## src/rtl/elevator_datapath.sv

```systemverilog
// elevator_datapath: call latches, floor register and travel/door timers serving the elevator control FSM.
// Optional build macro ELEV_DP_BTN_SYNC_EN adds a 2-flop synchronizer and rising-edge detect per button bit.
module elevator_datapath #(
  parameter int N_FLOORS      = 8,
  parameter int TICKS_PER_SEC = 50000000
) (
  input  logic                        clk,
  input  logic                        reset,
  input  logic [N_FLOORS-1:0]         btn_cab,
  input  logic [N_FLOORS-1:0]         btn_hall_up,
  input  logic [N_FLOORS-1:0]         btn_hall_dn,
  input  logic [1:0]                  dir,
  input  logic                        delay_3s,
  input  logic                        delay_5s,
  input  logic                        clear_up,
  input  logic                        clear_down,
  input  logic                        clear_all_up,
  input  logic                        clear_all_down,
  input  logic                        clear_stop,
  input  logic                        clear_door,
  output logic                        req_current,
  output logic                        req_up_in,
  output logic                        req_down_in,
  output logic                        req_up_out,
  output logic                        req_down_out,
  output logic                        req_up_max,
  output logic                        req_down_min,
  output logic                        delay_3s_done,
  output logic                        delay_5s_done,
  output logic [$clog2(N_FLOORS)-1:0] floor,
  output logic                        door_open
);
  localparam int FW = $clog2(N_FLOORS);
  localparam int T3 = 3 * TICKS_PER_SEC;
  localparam int T5 = 5 * TICKS_PER_SEC;
  localparam int CW = $clog2(T5);
  localparam logic [CW-1:0]       T3_LAST = CW'(T3 - 1);
  localparam logic [CW-1:0]       T5_LAST = CW'(T5 - 1);
  localparam logic [FW-1:0]       TOP     = FW'(N_FLOORS - 1);
  localparam logic [N_FLOORS-1:0] UP_OK   = {1'b0, {(N_FLOORS-1){1'b1}}};
  localparam logic [N_FLOORS-1:0] DN_OK   = {{(N_FLOORS-1){1'b1}}, 1'b0};

  logic [N_FLOORS-1:0]   cab, hup, hdn, any_call;
  logic [N_FLOORS-1:0]   above, below, at;
  logic [3*N_FLOORS-1:0] btn_all, set_all;
  logic                  clr_cab, clr_hup, clr_hdn;
  logic [CW-1:0]         cnt3, cnt5;

  assign btn_all = {btn_hall_dn, btn_hall_up, btn_cab};

`ifdef ELEV_DP_BTN_SYNC_EN
  logic [3*N_FLOORS-1:0] sync1, sync2, sync3;

  always_ff @(posedge clk or negedge reset) begin
    if (!reset) begin
      sync1 <= '0;
      sync2 <= '0;
      sync3 <= '0;
    end else begin
      sync1 <= btn_all;
      sync2 <= sync1;
      sync3 <= sync2;
    end
  end

  // one set pulse per press, so a held button cannot re-arm a cleared call
  assign set_all = sync2 & ~sync3;
`else
  assign set_all = btn_all;
`endif

  always_comb begin
    above = '0;
    below = '0;
    at    = '0;
    for (int unsigned i = 0; i < N_FLOORS; i++) begin
      above[i] = FW'(i) > floor;
      below[i] = FW'(i) < floor;
      at[i]    = FW'(i) == floor;
    end
  end

  assign clr_cab = clear_up | clear_down | clear_all_up | clear_all_down | clear_stop;
  assign clr_hup = clear_up | clear_all_up | clear_all_down | clear_stop;
  assign clr_hdn = clear_down | clear_all_up | clear_all_down | clear_stop;

  assign any_call     = cab | hup | hdn;
  assign req_current  = |(any_call & at);
  assign req_up_in    = |(cab & above);
  assign req_down_in  = |(cab & below);
  assign req_up_out   = |((hup | hdn) & above);
  assign req_down_out = |((hup | hdn) & below);
  assign req_up_max   = (floor == TOP) | ~|(any_call & above);
  assign req_down_min = (floor == '0) | ~|(any_call & below);

  assign delay_3s_done = delay_3s & (cnt3 == T3_LAST);
  assign delay_5s_done = delay_5s & ~clear_door & (cnt5 == T5_LAST);

  always_ff @(posedge clk or negedge reset) begin
    if (!reset) begin
      cab       <= '0;
      hup       <= '0;
      hdn       <= '0;
      cnt3      <= '0;
      cnt5      <= '0;
      floor     <= '0;
      door_open <= 1'b0;
    end else begin
      // clear masking applied after the set so a same-cycle press is absorbed
      cab <= (cab | set_all[N_FLOORS-1:0]) & ~(at & {N_FLOORS{clr_cab}});
      hup <= (hup | (set_all[2*N_FLOORS-1:N_FLOORS] & UP_OK)) & ~(at & {N_FLOORS{clr_hup}});
      hdn <= (hdn | (set_all[3*N_FLOORS-1:2*N_FLOORS] & DN_OK)) & ~(at & {N_FLOORS{clr_hdn}});

      if (!delay_3s || cnt3 == T3_LAST) cnt3 <= '0;
      else                              cnt3 <= cnt3 + 1'b1;

      if (!delay_5s || clear_door || cnt5 == T5_LAST) cnt5 <= '0;
      else                                            cnt5 <= cnt5 + 1'b1;

      if (delay_3s_done) begin
        case (dir)
          2'b01:   if (floor != TOP) floor <= floor + 1'b1;
          2'b10:   if (floor != '0)  floor <= floor - 1'b1;
          default: floor <= floor;
        endcase
      end

      door_open <= delay_5s;
    end
  end
endmodule

```

## config.mk

```make
export PLATFORM = sky130hd
export DESIGN_NAME = elevator_datapath
export DESIGN_NICKNAME = d
export VERILOG_FILES = /design/src/rtl/elevator_datapath.sv
export SDC_FILE = /design/constraint.sdc
export NUM_CORES = 1
export LEC_CHECK = 0
export BUFFER_PORTS_ARGS = -buffer_cell sky130_fd_sc_hd__buf_2
export CORE_MARGIN = 5
export CORE_UTILIZATION = 35
export DETAILED_ROUTE_END_ITERATION = 10
export SYNTH_ARGS = -nofsm -noshare
export SYNTH_HDL_FRONTEND = slang
export SYNTH_SLANG_ARGS = --single-unit
```

## constraint.sdc

```tcl
create_clock -name clk -period 6.5 [get_ports clk]
set_clock_uncertainty 0.05 [all_clocks]
set_input_delay 1.3 -clock clk [delete_from_list [all_inputs] [get_ports clk]]
set_output_delay 1.3 -clock clk [all_outputs]
set_load 0.005 [all_outputs]
```

Word level (Yosys, flattened, before mapping) --
Index checks and enable logic that the tools add are counted.
Storage, ports and cells: flip-flop bits (word level) 84, output and inout bits 13
Operators by class: add/subtract/negate cells 4, order comparisons 16, equal/unequal tests 15, multiplexer cells 5, bitwise logic cells 38, reductions and logical operators 18
Operators with widths (number):
- 8-bit bitwise AND | 13
- 28-bit by 1-bit adder with 28-bit output (second input constant) | 2
- 28-bit equality test (second input constant) | 2
- 28-bit two-way mux | 2
- 8-bit OR reduction | 7
- 8-bit bitwise OR | 5
- 8-bit NOT | 3
- 3-bit equality test (first input constant) | 4
- 3-bit greater-than comparator (first input constant) | 4
- 3-bit less-than comparator (first input constant) | 4
- 1-bit bitwise OR | 12
- 8-bit by 7-bit bitwise OR with 8-bit output | 1
- 2-bit by 3-bit equality test with 1-bit output (first input constant) | 2
- 1-bit by 3-bit greater-than comparator with 1-bit output (first input constant) | 2
- 2-bit by 3-bit greater-than comparator with 1-bit output (first input constant) | 2
- 1-bit by 3-bit less-than comparator with 1-bit output (first input constant) | 2
- 2-bit by 3-bit less-than comparator with 1-bit output (first input constant) | 2
- 3-bit two-way mux | 2
- 3-bit one-hot mux with 2 select lines | 1
- 1-bit zero test | 4
- 2-bit inequality test (second input constant) | 2
- 4-bit AND reduction | 1
- 3-bit by 1-bit adder with 3-bit output (second input constant) | 1
- 1-bit bitwise AND | 3
- other kinds (11) | 13

Depth between registers and ports, before layout --
Gate-level depths: netlist (run 1).
word-level depth 7, gate-level depth with buffers 9

Worst setup path after synthesis (run 1) --
Ideal clock, no wire load.
path type reg-to-output, start point register floor[0], end point output req_current, arrival time 1.741 ns, data required time 5.150 ns, path slack 3.409 ns, cell stages (with the launch flop) 7, path buffers 1, cells stage by stage dfrtp_1 clkbuf_1 inv_1 ha_1 nand2b_1 o22ai_1 or4_1
Between the ends: word-level cells in the longest chain between the ends 3
RTL lines:
- start: declaration | RTL line 30 | output logic [$clog2(N_FLOORS)-1:0] floor,
- start signal: assignment | RTL line 122 | 2'b01: if (floor != TOP) floor <= floor + 1'b1;
- start signal: assignment | RTL line 123 | 2'b10: if (floor != '0) floor <= floor - 1'b1;
- start signal: assignment | RTL line 124 | default: floor <= floor;
- 1-bit by 3-bit equality test with 1-bit output (tied with other cells) | RTL line 79 | at[i] = FW'(i) == floor;
- 8-bit bitwise AND (*) | RTL line 88 | assign req_current = |(any_call & at);
- 8-bit OR reduction (*) | RTL line 88
- end: declaration | RTL line 21 | output logic req_current,
Mark *: on every way between the ends. The rest lies on a longest branch, timed or not.

Worst setup path after layout (run 1) --
Ends and elaborated chain as after synthesis.

==> metrics.yaml, run 1 <==
outcome: "finished clean"
grt_max_degree: 85
place_ws_ns: 3.123
die_h_um: 121.7
ys_ff_latch: 84
die_w_um: 121.7
finalCritPeriodShare_pct: 57.58
cts_root_buf: "clkbuf_16"
hold_class: "flop to flop"
post-route-drc-count: 0
grt_first_pass_wirelength_um: 16820
drtAntennaViolNets: 0
antenna_found_initial: 0
hold_buffers: 0
rows: 40
max-slew-margin-rel_pct: 25.23
grt_pass1_vias: 3438
diodes: 0
gr-total-overflow: 0
drive_above_1_share_pct: 14.51
clk_pin_slew_ns: 0.07
p_per_area_nw_per_um2: 205.9
area_delta_synth_final_pct: 15.60
start_util_pct: 36.02
nFillCells: 1170
arrival_ns: 2.39
synth_top_area_share_pct: 48.18
ys_seq_area_share_pct: 48.18
fin_crit_ns: 3.743
crit_fanout: 11
die_area_um2: 14800
place_hpwl_um: 7201
p_leak_nw: 2.076
hold_viol: 0
clockBufferDepth: 2
drt_iter0_markers: 342
yosys-top-cells-count: "84 x dfrtp_1, 78 x nor2_1, 38 x xor2_1, 27 x nand3_1, 23 x nand2_1"
synthTopCellsByArea: "dfrtp_1 48%, xor2_1 7.6%, nor2_1 6.7%, o22a_1 3.4%, nand3_1 3.1%"
core_um2: 12110
synth_area_um2: 4363
path_class: "flop to output port"
num_vias: 3471
routed_via_density: 5.173
cts_setup_buffers: 0
endpoint_kind: "output port"
clock_sinks: 84
pin_count: 49
clk_latency_ns: 0.33
crit_buf_inv: 2
synth.largest_area_cell: "dfrtp_1"
critical-path-top-delay-family: "simple AND/OR/NAND/NOR gates"
max_freq_mhz: 267.2
ctsResizeCount: 0
synth-async-reset-ratio_pct: 100.0
syn_nets: 499
cp_data_required_time_ns: 5.15
startpoint_type: "flop"
gp_congestion: 0.8954
track_usage_pct: 13.99
routedWlPerCell_um: 15.05
worstPathCellList: "inv_1 > ha_1 > nand2b_1 > o32ai_1 > or4_1 > buf_2"
setup_ws_ns: 2.757
drt-total-wl_um: 10100
synth_enable_flop_cells: 0
synth.most_common_cell: "dfrtp_1"
ir_drop_v: 0.0001253
synth-main-ff-cell: "dfrtp_1"
synth_cell_type_count: 48
drv_slew: 0
port_buffers: 46
crit_slowest_cell: "dfrtp_1"
syn_inst: 453
synth_warnings: 0
utilization_pct: 41.64
postSynthAreaPerCell_um2: 9.631
slowest_delay_ns: 0.57
setup_violations: 0
worstMarginPinSlew_ns: 1.111
first_pass_iters: 7
rsz0062_at_grt: "no"
drv_cap: 0
final_nets: 544
tns_ns: 0
cts_made_buffers: 9
h-tree-depth: 3
cts_tree: "built"
[report_power, final]
group	total (W)	internal (W)	switching, W
sequential	0.000528	0.000526	0.00000237
clock	0.000472	0.000268	0.000203
combinational	0.0000389	0.0000127	0.0000262
total	0.00104	0.000807	0.000232
[stage by stage]
stage	hold WS (ns)	instance area (um2)	instances	total power, W
final	0.4147	5044	671	0.001038
after global routing	0.4431	5044	671	0.001077
after CTS	0.4168	5044	671	0.001051
after detailed placement	0.4081	4772	655	0.0005777
after global placement	0.3986	4772	655	0.0005764
after floorplan	0.3829	4363	453	0.0005497
[worst paths after layout]
kind	start	end	slack, ns	cells past startpoint
setup / recovery	floor[0]	req_current	2.76	6
hold / removal	cnt5[0]	cnt5[0]	0.41	1
setup reg to reg	floor[0]	floor[2]	3.91	7
hold reg to reg	cnt5[0]	cnt5[0]	0.41	1
max in group asynchronous	reset	cnt3[23]	4.62	1
min in group asynchronous	reset	cnt5[2]	1.10	1
[cell usage in the layout (no fill, tap or decap), drive strengths merged, types with 4 or more instances in the layout]
cell type / synthesis / routed
clkbuf: 12 / 12
nor4: 8 / 8
inv: 13 / 13
nand3: 27 / 27
o31ai: 5 / 5
a21oi: 15 / 15
ha: 10 / 10
o32a: 4 / 4
nand2b: 5 / 5
o21ai: 17 / 17
and3: 12 / 12
xnor2: 13 / 13
nor2: 78 / 78
xor2: 38 / 38
and4: 5 / 5
nand2: 23 / 23
nor3: 9 / 9
o21a: 4 / 4
nand4: 21 / 21
o22a: 17 / 17
buf: 2 / 48
dfrtp: 84 / 84
[cell type report]
| type | instances | area [um2] | share of cell area [%] |
|---|---|---|---|
| Clock inverter | 4 | 25.02 | 0.4962 |
| Sequential cell | 84 | 2102 | 41.68 |
| Inverter | 13 | 48.80 | 0.9675 |
| Timing Repair Buffer | 48 | 247.7 | 4.912 |
| Multi-Input combinational cell | 342 | 2163 | 42.89 |
| Clock buffer | 12 | 246.5 | 4.887 |
| Tap cell | 168 | 210.2 | 4.168 |
[registers in the layout, indices dropped and copies added, names as in the netlist]
name / flops
cab: 8
cnt3: 28
cnt5: 28
door_open: 1
floor: 3
hdn: 8
hup: 8
[kinds of logic (layout without fill, tap and decap cells)]
kind of cell               Yosys count  after routing  synth area share [%]
and+or+nand+nor                    207            207                 24.49
adders and majority gates           10             10                 2.868
AOI/OAI and AO/OA                   74             74                 11.84
DFF                                 84             84                 48.18
xor gates and xnor gates            51             51                 10.24
buffers and inverters               27             77                 2.380
[routing by layer]
metal / vias to the layer above / wire length, um / global-route usage (%) / part of all wire, %
met2: 84 / 4670 / 22.38 / 46
met5: - / 0 / 0 / 0
li1: 1694 / - / - / -
met3: 15 / 446 / 2.553 / 4.4
met1: 1678 / 4807 / 18.87 / 48
met4: 0 / 177 / 5.392 / 1.8
Power figures use the tool's default switching activity.
==> run 2, diff against run 1 <==
--- a/config.mk
+++ b/config.mk
@@ -5,6 +5,7 @@
 export SDC_FILE = /design/constraint.sdc
 export NUM_CORES = 1
 export LEC_CHECK = 0
+export ABC_AREA = 1
 export BUFFER_PORTS_ARGS = -buffer_cell sky130_fd_sc_hd__buf_2
 export CORE_MARGIN = 5
 export CORE_UTILIZATION = 35
==> constraint.sdc (replaced) <==
create_clock -name clk -period 3.4 [get_ports clk]
set_clock_uncertainty 0.05 [all_clocks]
set_input_delay 0.68 -clock clk [delete_from_list [all_inputs] [get_ports clk]]
set_output_delay 0.68 -clock clk [all_outputs]
set_load 0.005 [all_outputs]
==> run 2 against run 1 <==
  * Wire length increased by 28%
  * Register-to-register slack got worse by 2.5 ns
  * Power increased by 100%
  * Sequential power increased by 91%
  * Global-route usage increased by 2.2 points
  * Sequential cell count unchanged
  * Core utilization decreased by 1.3 points
  * Die area increased by 15%
  * Clock power increased by 110%
  * Worst setup slack got worse by 2.2 ns
  * Via count increased by 35%
==> metrics.yaml, run 2 <==
p_per_area_nw_per_um2: 358.7  # +74%
largestRegisters: "cnt3 (28), cnt5 (28)"
arrival_ns: 2.12  # -0.27 ns
die_h_um: 130.7  # +7.4%
port_buffers: 46  # unchanged
synthTopCellsByArea: "dfrtp_1 41%, nand2_1 15%, nor2_1 13%, inv_1 6.6%, xor2_1 4.5%"
first_pass_iters: 5  # -2
yosys.area_share.simple_pct: 36.73  # +12 points
clk_latency_ns: 0.34  # about the same
antenna_found_initial: 0  # unchanged
p_leak_nw: 2.573  # +24%
grt_max_degree: 35  # -59%
synth.most_common_cell: "nand2_1"
startpoint: "floor[0]"
max-slew-margin-rel_pct: 65.13  # +40 points
setup_violations: 0  # unchanged
die_w_um: 130.7  # +7.4%
fin_area_um2: 5824  # +15%
reg2reg_slack_ns: 1.39  # -2.52 ns
synth_top_family_by_area: "simple AND/OR/NAND/NOR gates"
post-route-drc-count: 0  # unchanged
ir_drop_v: 0.0002430  # +94%
placed_area_um2: 5520  # +16%
track_usage_pct: 16.15  # +2.2 points
grt_first_pass_wirelength_um: 21880  # +30%
area_delta_synth_final_pct: 14.21
rr_startpoint: "cnt5[0]"
slowest_delay_ns: 0.47  # -0.10 ns
synth_area_um2: 5100  # +17%
ys_ff_latch: 84  # unchanged
layout.cells.most_common_list: "199 x nand2_1, 170 x nor2_1, 90 x inv_1"
cts_tree: "built"
place_hpwl_um: 9862  # +37%
routed_via_density: 4.783  # -7.5%
synth_adder_area_share_pct: 2.453  # -0.41 points
drt-total-wl_um: 12890  # +28%
cts_made_buffers: 9  # unchanged
synth_top_area_share_pct: 41.22  # -7.0 points
final_nets: 837  # +54%
cts_root_buf: "clkbuf_16"
worstPathCellList: "inv_1 > ha_1 > nand2_1 > inv_1 > nor2_1 > o21a_1 > nor3_1 > nand2_1 > buf_2"
synth_compound_area_share_pct: 6.207  # -5.6 points
gr-total-overflow: 0  # unchanged
fin_cells: 980  # +46%
synth-xor-area-share_pct: 5.496  # -4.7 points
endpoint: "req_up_out"
outcome: "finished clean"
rows: 44  # +10%
ys_seq_area_share_pct: 41.22  # -7.0 points
start_util_pct: 35.36  # -0.67 points
synth-main-ff-cell: "dfrtp_1"
gp_congestion: 0.9330  # +4.2%
path_class: "flop to output port"
synthMuxAreaShare_pct: 0  # unchanged
hold_viol: 0  # unchanged
crit_slowest_cell: "dfrtp_1"
yosys-top-cells-count: "199 x nand2_1, 170 x nor2_1, 90 x inv_1, 84 x dfrtp_1, 35 x nand3_1"
pin_count: 49  # unchanged
num_vias: 4687  # +35%
hold_class: "input port to async pin"
startpoint_type: "flop"
synth_cell_type_count: 29  # -40%
cts_setup_buffers: 0  # unchanged
drv_cap: 0  # unchanged
crit_fanout: 8  # -3
synth.largest_area_cell: "dfrtp_1"
h-tree-depth: 3  # unchanged
ctsResizeCount: 0  # unchanged
routedWlPerCell_um: 13.16  # -13%
max_freq_mhz: 350.4
clockBufferDepth: 2  # unchanged
hold_buffers: 0  # unchanged
syn_inst: 737  # +63%
fin_crit_ns: 2.854
final_common_cell: "nand2_1"
die_area_um2: 17090  # +15%
syn_nets: 783  # +57%
clock_sinks: 84  # unchanged
grt_pass1_vias: 4421  # +29%
rsz0062_at_grt: "no"
synth_enable_flop_cells: 0  # unchanged
reg2reg_to: "cnt5[22]"
tns_ns: 0  # unchanged
core_um2: 14420  # +19%
synth-async-reset-ratio_pct: 100.0  # unchanged
place_inst: 964  # +47%
drt_iter0_markers: 483  # +41%
finalCritPeriodShare_pct: 83.94
drtAntennaViolNets: 0  # unchanged
endpoint_kind: "output port"
design_power_total_w: 0.002089  # +100%
clk_pin_slew_ns: 0.07  # about the same
cp_data_required_time_ns: 2.67  # -2.48 ns
postSynthAreaPerCell_um2: 6.920  # -28%
drive_above_1_share_pct: 9.925  # -4.6 points
worstMarginPinSlew_ns: 0.5212  # -0.5901 ns
synth_warnings: 0  # unchanged
drv_slew: 0  # unchanged
diodes: 0  # unchanged
worstRegToRegCells: 8  # +1
[run 2: cell types whose count changed after synthesis, moves of 7 or more]
cell and delta:
a21oi_1 +18, inv_1 +77, and3_1 -11, xor2_1 -12
nor2_1 +92, xnor2_1 -7, nand3_1 +8, o22a_1 -17
nor3_1 +15, clkbuf_1 -12, nand2_1 +176
[run 2: worst max-delay path, delay by kind of cell, from the launching register on]
kind                       cells  cell delay [ns]
DFF                            1             0.47
and+or+nand+nor                4             0.44
buffers and inverters          3             0.51
adders and majority gates      1             0.23
AOI/OAI and AO/OA              1             0.11
[run 2: area by class of cell]
type,count,area (um2)
clock inverters,5,61.31
fillers,1532,8600
clock buffers,11,242.7
well taps,184,230.2
repair buffers,48,247.7
multi-input cells,556,2595
flip-flops and latches,84,2102
inverters,92,345.3
[run 2: report_power, final]
group / internal (W) / total, W / leakage (nW) / switching, W
Clock: 0.000592 / 0.000999 / 0.150 / 0.000407
Combinational: 0.0000264 / 0.0000801 / 1.37 / 0.0000536
Sequential: 0.00100 / 0.00101 / 1.06 / 0.00000568
Total: 0.00162 / 0.00209 / 2.57 / 0.000467
[run 2: worst min-delay path by stage]
stage	endpoint	startpoint
after detailed placement	cnt5[0]	cnt5[0]
after floorplan	cab[0]	reset
after global placement	cnt5[0]	cnt5[0]
after global routing	cab[7]	reset
final	cab[7]	reset
after CTS	hdn[7]	reset
[run 2: routing by layer]
metal | vias up | GRT usage (%) | wire [um] | part of all wire [%]
li1 | 2416 | - | - | -
met1 | 2139 | 23.43 | 6248 | 48
met2 | 112 | 24.41 | 5725 | 44
met3 | 20 | 3.049 | 681 | 5.3
met4 | 0 | 5.142 | 236 | 1.8
met5 | - | 0 | 0 | 0
[run 2: cells by family after synthesis]
family                     Yosys count
and+or+nand+nor                    456
buffers and inverters               97
DFF                                 84
AOI/OAI and AO/OA                   58
xor gates and xnor gates            32
adders and majority gates           10
[run 2: per-stage QoR]
stage / setup WS, ns / hold WS [ns] / utilization, %
final: 0.5459 / 0.2334 / 40.38
after floorplan: 1.349 / 0.3344 / -
after global placement: 0.9127 / 0.4271 / 38.27
after global routing: 0.2709 / 0.2576 / 40.38
after detailed placement: 0.9074 / 0.4528 / 38.27
after CTS: 0.5271 / 0.2382 / 40.38
==> run 3, diff against run 2 <==
--- a/config.mk
+++ b/config.mk
@@ -5,7 +5,7 @@
 export SDC_FILE = /design/constraint.sdc
 export NUM_CORES = 1
 export LEC_CHECK = 0
-export ABC_AREA = 1
+export ABC_AREA = 0
 export BUFFER_PORTS_ARGS = -buffer_cell sky130_fd_sc_hd__buf_2
 export CORE_MARGIN = 5
 export CORE_UTILIZATION = 35
==> constraint.sdc (replaced) <==
create_clock -name clk -period 2.45 [get_ports clk]
set_clock_uncertainty 0.05 [all_clocks]
set_input_delay 0.49 -clock clk [delete_from_list [all_inputs] [get_ports clk]]
set_output_delay 0.49 -clock clk [all_outputs]
set_load 0.005 [all_outputs]
==> run 3 against run 2 <==
  * The run now ends with negative setup slack left
  * Sequential power grew 39%
  * Highest routed layer unchanged
  * Power grew 40%
  * Core utilization grew 4.3 points
  * Wire length shrank 21%
  * Global-route usage shrank 1.9 points
  * Largest cell class unchanged
  * Sequential share of layout area grew 2.8 points
  * Clock power grew 42%
  * Die area shrank 13%
  * Sequential cell count is the same
  * Combinational power grew 39%
  * Largest power group is now the clock network
  * Non-clock buffer count grew 30
==> metrics.yaml, run 3 (same netlist as run 1, synthesis figures left out) <==
outcome: "finished, violations left"
violations: "negative setup slack"
die_w_um: 121.7  # -6.9%
grt_pass1_vias: 3467  # -22%
hold_viol: 0  # unchanged
nFillCells: 1136  # -26%
max-slew-margin-rel_pct: 56.21  # -8.9 points
drt_iter0_markers: 230  # -52%
drv_slew: 0  # unchanged
clockBufferDepth: 2  # unchanged
slowest_delay_ns: 0.50  # +0.03 ns
h-tree-depth: 3  # unchanged
reg2reg_to: "floor[2]"
seq_area_um2: 2105  # +0.12%
clk_latency_ns: 0.34  # about the same
max_freq_mhz: 405.0
rsz0062_at_grt: "yes"
endpoint_kind: "output port"
largestRegisters: "cnt3 (28), cnt5 (28)"
multi_input_area_um2: 2242  # -14%
diodes: 0  # unchanged
cp_data_required_time_ns: 1.91  # -0.76 ns
drtAntennaViolNets: 0  # unchanged
crit_slowest_cell: "or4_1"
post-route-drc-count: 0  # unchanged
final_nets: 574  # -31%
worstRegToRegCells: 7  # -1
hold_class: "input port to async pin"
ir_drop_v: 0.0003095  # +27%
fin_cells: 700  # -29%
gp_congestion: 0.9088  # -2.6%
crit_fanout: 6  # -2
utilization_pct: 44.68  # +4.3 points
final_common_cell: "dfrtp_1"
place_hpwl_um: 7414  # -25%
antenna_found_initial: 0  # unchanged
start_util_pct: 36.02  # +0.67 points
clock_sinks: 84  # unchanged
reg2reg_slack_ns: 0.21  # -1.18 ns
rows: 40  # -9.1%
path_class: "flop to output port"
port_buffers: 46  # unchanged
cts_made_buffers: 9  # unchanged
rr_startpoint: "floor[1]"
layout.cells.most_common_list: "82 x dfrtp_1, 78 x nor2_1, 45 x buf_2"
grt_first_pass_wirelength_um: 17020  # -22%
finalCritPeriodShare_pct: 100.8
fin_crit_ns: 2.469
p_per_area_nw_per_um2: 541.1  # +51%
setup_ws_ns: -0.01908  # -0.5650 ns
place_inst: 672  # -30%
core_um2: 12110  # -16%
startpoint_type: "flop"
cts_tree: "built"
grt_max_degree: 36  # +2.9%
p_leak_nw: 2.258  # -12%
worstPathCellList: "buf_6 > ha_4 > o31ai_2 > a21boi_1 > or4_1 > buf_2"
worstMarginPinSlew_ns: 0.6533  # +0.1320 ns
pin_count: 49  # unchanged
drive_above_1_share_pct: 22.74  # +13 points
first_pass_iters: 4  # -1
routedWlPerCell_um: 14.61  # +11%
routed_via_density: 5.124  # +7.1%
track_usage_pct: 14.26  # -1.9 points
die_h_um: 121.7  # -6.9%
area_delta_synth_final_pct: 24.03
drv_cap: 0  # unchanged
cts_root_buf: "clkbuf_16"
setup_violations: 2  # +2
num_vias: 3587  # -23%
arrival_ns: 1.93  # -0.19 ns
gr-total-overflow: 0  # unchanged
drt-total-wl_um: 10230  # -21%
die_area_um2: 14800  # -13%
clk_pin_slew_ns: 0.07  # about the same
## run 3: changes by cell type in the layout (fill, tap and decap cells not counted), sizes merged, moves of 12 or more
| cell | previous run | this run |
|---|---|---|
| a21oi | 33 | 15 |
| and3 | 0 | 12 |
| buf | 48 | 78 |
| inv | 92 | 13 |
| nand2 | 202 | 23 |
| nor2 | 176 | 78 |
| nor3 | 23 | 9 |
| o22a | 0 | 17 |
| xor2 | 26 | 38 |
## run 3: per-stage QoR
step / cell area, um2 / power (W) / setup WS (ns) / hold WS [ns] / setup TNS, ns
3_5_place_dp: 4906 / 0.001540 / 0.1731 / 0.3983 / 0
3_3_place_gp: 4906 / 0.001536 / 0.2037 / 0.3921 / 0
6_report: 5411 / 0.002928 / -0.01908 / 0.02920 / -0.03578
2_1_floorplan: 4363 / 0.001458 / 0.1670 / 0.1444 / 0
4_1_cts: 5370 / 0.002963 / 0.0004989 / 0.03840 / 0
5_1_grt: 5411 / 0.003029 / -0.1178 / 0.05770 / -0.3227
## run 3: worst max path at each step
stage	slack, ns	end	from
floorplan	0.17	floor[2]	floor[0]
global placement	0.20	req_up_max	floor[0]
detailed placement	0.17	req_up_max	floor[0]
CTS	0.0005	req_up_max	floor[1]
global route	-0.12	req_up_max	floor[0]
finish	-0.02	req_current	floor[1]
## run 3: report_power, final
part / total (W) / switching (W) / internal, W
clock network: 0.00142 / 0.000533 / 0.000884
registers: 0.00140 / 0.00000619 / 0.00139
logic: 0.000111 / 0.0000703 / 0.0000407
## run 3: cell type report
| cell class | count | share of cell area (%) |
|---|---|---|
| clock inverter | 5 | 1.434 |
| multi-input combinational | 342 | 41.43 |
| timing repair buffer | 78 | 9.179 |
| clock buffer | 10 | 4.231 |
| tap | 168 | 3.884 |
| inverter | 13 | 0.9480 |
| sequential | 84 | 38.89 |
## run 3: metal layers
layer | track usage (%) | wire [um] | up-vias
met5 | 0 | 0 | -
met4 | 4.482 | 135 | 0
met3 | 3.343 | 460 | 12
met2 | 22.94 | 4814 | 83
met1 | 19.09 | 4819 | 1727
li1 | - | - | 1765
## run 3: worst max-delay path: cells and delay by family (launching register included)
family | cells | cell delay, ns
buffers and inverters | 2 | 0.28
AOI/OAI and AO/OA | 2 | 0.17
DFF | 1 | 0.45
and+or+nand+nor | 1 | 0.50
adders and majority gates | 1 | 0.18
## run 3: timing repair
action                     in CTS  in global routing
setup buffers                   9                  4
hold buffers                    0                  0
pin swaps                       4                  9
gates resized for setup        27                  8
setup endpoints to repair       6                  6
